<file path="src/rtl/sram_arbiter.sv">
// sram_arbiter: shares one single-port SRAM between a read-only fetch channel
// and a load/store channel. Requests are granted combinationally, and the
// response arrives one cycle later. Sustained throughput is one access per
// cycle.
// Optional macro ARB_ROUND_ROBIN_EN: when both channels request in the same
// cycle, alternate the grant against last_grant. Otherwise data always wins.
module sram_arbiter (
  input  logic        clk,
  input  logic        rst,
  input  logic        inst_req,
  input  logic [31:0] inst_addr,
  output logic        inst_addr_ok,
  output logic        inst_data_ok,
  output logic [31:0] inst_rdata,
  input  logic        data_req,
  input  logic        data_wr,
  input  logic [3:0]  data_wstrb,
  input  logic [31:0] data_addr,
  input  logic [31:0] data_wdata,
  output logic        data_addr_ok,
  output logic        data_data_ok,
  output logic [31:0] data_rdata,
  output logic        mem_en,
  output logic [3:0]  mem_we,
  output logic [31:0] mem_addr,
  output logic [31:0] mem_wdata,
  input  logic [31:0] mem_rdata
);

  typedef enum logic [1:0] {IDLE, RESP_I, RESP_D} state_e;

  state_e state_q, state_d;
  logic   last_grant_q, last_grant_d;  // 0 = inst, 1 = data
  logic   store_q, store_d;            // kind of the pending data access
  logic   gnt_i, gnt_d;

  // Arbitration: a lone requester always wins. Nothing is granted during reset.
  always_comb begin
    gnt_i = 1'b0;
    gnt_d = 1'b0;
    if (!rst) begin
      if (inst_req && data_req) begin
`ifdef ARB_ROUND_ROBIN_EN
        gnt_d = ~last_grant_q;
        gnt_i =  last_grant_q;
`else
        gnt_d = 1'b1;
`endif
      end else begin
        gnt_i = inst_req;
        gnt_d = data_req;
      end
    end
  end

  // Next state, SRAM drive, and response outputs
  always_comb begin
    state_d      = IDLE;
    last_grant_d = last_grant_q;
    store_d      = store_q;
    inst_addr_ok = 1'b0;
    data_addr_ok = 1'b0;
    inst_data_ok = 1'b0;
    data_data_ok = 1'b0;
    inst_rdata   = 32'h0;
    data_rdata   = 32'h0;
    mem_en       = 1'b0;
    mem_we       = 4'b0000;
    mem_addr     = 32'h0;
    mem_wdata    = 32'h0;

    if (gnt_i) begin
      inst_addr_ok = 1'b1;
      mem_en       = 1'b1;
      mem_addr     = inst_addr;
      state_d      = RESP_I;
      last_grant_d = 1'b0;
    end else if (gnt_d) begin
      data_addr_ok = 1'b1;
      mem_en       = 1'b1;
      mem_we       = data_wr ? data_wstrb : 4'b0000;
      mem_addr     = data_addr;
      mem_wdata    = data_wdata;
      state_d      = RESP_D;
      last_grant_d = 1'b1;
      store_d      = data_wr;
    end

    // Responses come from the access granted in the previous cycle.
    if (!rst) begin
      unique case (state_q)
        RESP_I: begin
          inst_data_ok = 1'b1;
          inst_rdata   = mem_rdata;
        end
        RESP_D: begin
          data_data_ok = 1'b1;
          data_rdata   = store_q ? 32'h0 : mem_rdata;
        end
        default: ;
      endcase
    end
  end

  // State registers. Reset drops any pending response.
  always_ff @(posedge clk or posedge rst) begin
    if (rst) begin
      state_q      <= IDLE;
      last_grant_q <= 1'b0;
      store_q      <= 1'b0;
    end else begin
      state_q      <= state_d;
      last_grant_q <= last_grant_d;
      store_q      <= store_d;
    end
  end

endmodule

</file>
<file path="config.mk">
export PLATFORM = sky130hd
export DESIGN_NAME = sram_arbiter
export DESIGN_NICKNAME = d
export VERILOG_FILES = /design/src/rtl/sram_arbiter.sv
export SDC_FILE = /design/constraint.sdc
export NUM_CORES = 1
export LEC_CHECK = 0
export ABC_AREA = 1
export BUFFER_PORTS_ARGS = -buffer_cell sky130_fd_sc_hd__buf_4
export CAP_MARGIN = 20
export CELL_PAD_IN_SITES_DETAIL_PLACEMENT = 0
export CELL_PAD_IN_SITES_GLOBAL_PLACEMENT = 1
export CORE_MARGIN = 2
export CORE_UTILIZATION = 14
export DETAILED_ROUTE_END_ITERATION = 12
export PLACE_DENSITY_LB_ADDON = 0.1
export SETUP_SLACK_MARGIN = 0.05
export SYNTH_ARGS = -nofsm -noshare
export SYNTH_HDL_FRONTEND = slang
export SYNTH_SLANG_ARGS = --single-unit
export TNS_END_PERCENT = 20
</file>
<file path="constraint.sdc">
create_clock -name clk -period 0.81 [get_ports clk]
set_input_delay 0 -clock clk [delete_from_list [all_inputs] [get_ports clk]]
set_output_delay 0 -clock clk [all_outputs]
set_load 0.02 [all_outputs]
</file>
**After elaboration in Yosys (flattened, before gate mapping)**

Index checks and enable logic that the tools add are counted.

- Register bits after elaboration: 3
- Input bits: 137
- Output and inout bits: 137
- Word-level logic and storage cells: 33

- Equal/unequal tests: 2
- Muxes and demuxes: 26
- Bitwise operators: 1
- Reduce and logical (&&, ||, !) cells: 2

Operators with widths:

| operator | number |
|---|---|
| $mux W32 | 9 |
| $mux W1 | 12 |
| $mux W4 | 3 |
| $mux W2 | 2 |
| $eq A2 B1 Y1 const B | 1 |
| $eq A2 B2 Y1 const B | 1 |
| $reduce_and A2 Y1 | 1 |
| $logic_and A1 B1 Y1 | 1 |
| $not A1 Y1 | 1 |

**Logic depth before layout (Yosys ltp)**

- Word-level depth: 5
- Depth in mapped cells: 7
- Mapped depth without buffers: 5

**Worst setup path before layout**

OpenSTA, ideal clock, no wires.

- Path type: reg2out
- Start: register state_q[0]
- End: output data_rdata[10]
- Arrival time: 1085 ps
- Data required time: 810 ps
- Setup slack: -275 ps
- Stages on the path, launching flop included: 5
- Buffers on the path: 1
- Path through: dfrtp_1 -> nor2_2 -> buf_2 -> nand2_1 -> nor2_1

- Cells in the longest elaborated chain, start to end: 3

Ends and longest elaborated chain:

| what | RTL line | text |
|---|---|---|
| from (decl) | 32 | `state_e state_q, state_d;` |
| from (signal assigned) | 112 | `state_q <= state_d;` |
| $eq A2 B2 Y1 | 91 | `unique case (state_q)` |
| $mux W32 | 91 |  |
| $mux W32 | 90 | `if (!rst) begin` |
| to (decl) | 22 | `output logic [31:0] data_rdata,` |

No other way between the ends.

**Final worst setup path**

- Start: register state_q[0]
- End: output data_rdata[15]

Same word-level chain as after synthesis.

==> flow_metrics.py <==
metrics = {
    "run_status": {
        "status": "finished with violations",
        "violations": "negative hold slack, negative setup slack",
    },
    "clocking": {
        "cts_root_buf": "clkbuf_16",
        "cts_num_sinks": 3,
        "insertion_delay_ns": 0.22,
        "htree_levels": 1,
        "tritoncts": "yes",
        "cts_buffer_depth": 2,
        "cts_buffers": 3,
        "path_clk_slew_ns": 0.03,
    },
    "layout": {
        "drive_gt1_share_pct": 67.0,
        "fill_cells": 1331,
        "final_nets": 787,
        "synthToLayoutAreaGrowth_pct": 200,
        "diodes": 0,
    },
    "sta": {
        "fin_worst_skew_ns": 0,
        "slew_violations": 0,
        "max_slew_margin_pct": 65.3,
        "finalHoldViolCount": 1,
        "hold-worst-slack_ns": -0.00250,
        "worst_pin_slew_ns": 0.521,
        "rsz0062_at_grt": "true",
        "setup_violations": 67,
        "post-route-period-util_pct": 168,
        "setup_ws_ns": -0.551,
        "max_freq_ghz": 0.735,
        "finalCriticalPeriod_ns": 1.36,
        "fin_setup_tns_ns": -29.50,
    },
    "hold_path": {
        "min-delay-start": "data_req",
        "holdPathEnd": "state_q[0]",
        "hp-class": "input pin to register",
        "hold_depth": 2,
    },
    "routing": {
        "via_per_inst": 3.93,
        "wl_per_cell_um": 12.5,
        "ant_nets": 0,
        "drcViolationCount": 0,
        "first_pass_iters": 4,
        "routed_wl_mm": 10.3,
        "drt_iter0_markers": 67,
        "vias": 3226,
    },
    "global_route": {
        "grt_start_max_net_pins": 33,
        "grt.overflow.total": 0,
        "grt_pass1_vias": 2933,
        "grtUsageTotal_pct": 13.2,
        "grt_pass1_wl_mm": 14.5,
        "antenna_found_initial": 0,
    },
    "worst_setup_path": {
        "worstSetupEndpointType": "output port",
        "r2r-end": "store_q",
        "worstPathCellList": "nor2_4, buf_12, clkbuf_16, nand2_1, nor2_4, buf_6",
        "crit_arrival_ns": 1.36,
        "r2r_cells": 3,
        "critPathMaxFanout": 5,
        "worstSetupStartpointType": "register",
        "cp_num_buf_inv": 3,
        "path_common_cell": "nor2_4",
        "crit_required_ns": 0.81,
        "crit_family": "flip-flops",
        "reg2reg_setup_slack_ns": -0.08,
        "worstSetupPathType": "register to output port",
        "cpMaxStageDelayCell": "dfrtp_2",
        "max_stage_delay_ns": 0.43,
        "r2r_start": "store_q",
    },
    "die": {
        "start_util_pct": 14.2,
        "chipHeight_um": 116,
        "die_x_um": 116,
        "rows": 41,
        "core_sq_um": 12500,
        "pin_count": 274,
        "dieArea_sq_um": 13500,
    },
    "place": {
        "gp_congestion": 0.705,
        "port_buffers": 273,
        "hpwl_mm": 8.33,
        "pre_cts_slack_ns": -0.304,
    },
    "synthesis": {
        "seq_area_frac_synth_pct": 4.25,
        "syn-num-nets": 514,
        "ys_types": 17,
        "ys_warn_count": 0,
        "synth-seq-cells": 3,
        "syn_inst": 377,
        "postSynthAreaPerCell_sq_um": 4.69,
        "syn-cell-area_sq_um": 1770,
    },
    "pwr": {
        "intPower_w": 0.00209,
        "power.density_nw_per_um2": 664,
        "power_switching_w": 0.00143,
        "vdd_drop_max_v": 0.000538,
        "comb_power_share_pct": 72.4,
        "total_power_w": 0.00352,
        "clkPwrFrac_pct": 22.1,
        "switching_share_pct": 40.7,
        "leakagePower_nw": 2.74,
        "seq_power_share_pct": 5.5,
    },
    "run": {
        "drv_cap": 0,
    },
}
==> metrics by stage <==
step / std cells / util (%) / cell area [sq um]
CTS: 817 / 40.5 / 5050
finish: 821 / 42.5 / 5290
global route: 821 / 42.5 / 5290
floorplan: 377 / - / 2330
global placement: 812 / 37.0 / 4620
detailed placement: 812 / 37.0 / 4620
==> sequential cells by signal, indices dropped and copies added, names as in the netlist <==
| register | cells |
|---|---|
| store_q | 1 |
| state_q | 2 |
==> cells by family (layout without fill, tap and decap cells) <==
logic type             count (synthesis)  in the layout  share of synthesized area [%]
buffers and inverters                100            372                           26.6
flip-flops                             3              3                           4.25
AND/OR/NAND/NOR                      274            274                           69.1
==> cell type report <==
class,instances,area (sq um),area share (%)
inverter,69,267,5.03
sequential,3,77.6,1.47
multi-input combinational,274,1830,34.6
clock buffer,4,78.8,1.49
timing repair buffer,299,2820,53.3
tap,172,215,4.07
==> power by group through the flow <==
stage,logic (W),registers [W],clock network [W]
finish,0.00255,0.000192,0.000779
floorplan,0.00121,0.000169,0
global placement,0.00226,0.000180,0
detailed placement,0.00227,0.000181,0
global route,0.00274,0.000195,0.000810
CTS,0.00241,0.000181,0.000791
==> synth_stat cells <==
master	n	area [sq um]
dfrtp_1	3	75.1
inv_2	1	3.75
inv_1	67	251
nor2_4	10	113
nand3_2	1	10.0
nand2_4	1	11.3
nor2_2	9	56.3
nor3_1	1	5.00
nor2_1	115	432
buf_8	2	30.0
nand4_1	32	200
buf_4	3	22.5
buf_6	5	56.3
nand2_1	105	394
inv_6	1	8.76
clkbuf_1	6	22.5
buf_2	15	75.1
==> placed cells by master (no fill, tap or decap) <==
cell type and instances:
buf_6 93, inv_4 1, dfrtp_2 2, nor2_4 75
nand3_4 1, nand2_2 24, nor2_2 25, inv_6 1
nor2_1 34, clkbuf_16 6, nand2_4 3, nand2_1 79
buf_4 188, nor3_1 1, dfrtp_1 1, nand4_1 32
inv_1 65, clkbuf_1 1, dlygate4sd3_1 1, inv_2 2
buf_12 14
==> how the worst max path moves through the flow <==
stage / slack [ns] / to / cells after the start / start
3_3_place_gp: -0.27 / data_rdata[23] / 5 / state_q[0]
4_1_cts: -0.52 / data_rdata[8] / 5 / state_q[0]
6_report: -0.55 / data_rdata[15] / 6 / state_q[0]
5_1_grt: -0.59 / data_rdata[11] / 6 / state_q[0]
3_5_place_dp: -0.30 / data_rdata[8] / 5 / state_q[0]
2_1_floorplan: -0.13 / data_rdata[10] / 4 / state_q[0]
==> per-layer routing <==
| layer | share of wire [%] | GRT usage [%] | wire length [um] |
|---|---|---|---|
| met5 | 0 | 0 | 0 |
| met4 | 0.59 | 1.19 | 61 |
| met3 | 8.3 | 3.11 | 856 |
| met2 | 53 | 24.7 | 5440 |
| met1 | 38 | 15.7 | 3900 |
==> timing repair <==
action | 4_1_cts | 5_1_grt
resized for setup | 100 | 45
setup buffers | 0 | 1
cloned | 0 | 3
hold buffers | 1 | 0
setup endpoints to repair | 128 | 132
endpoints found under the hold margin | 3 | 0
pin swaps | 32 | 5
(Power assumes the default switching activity.)
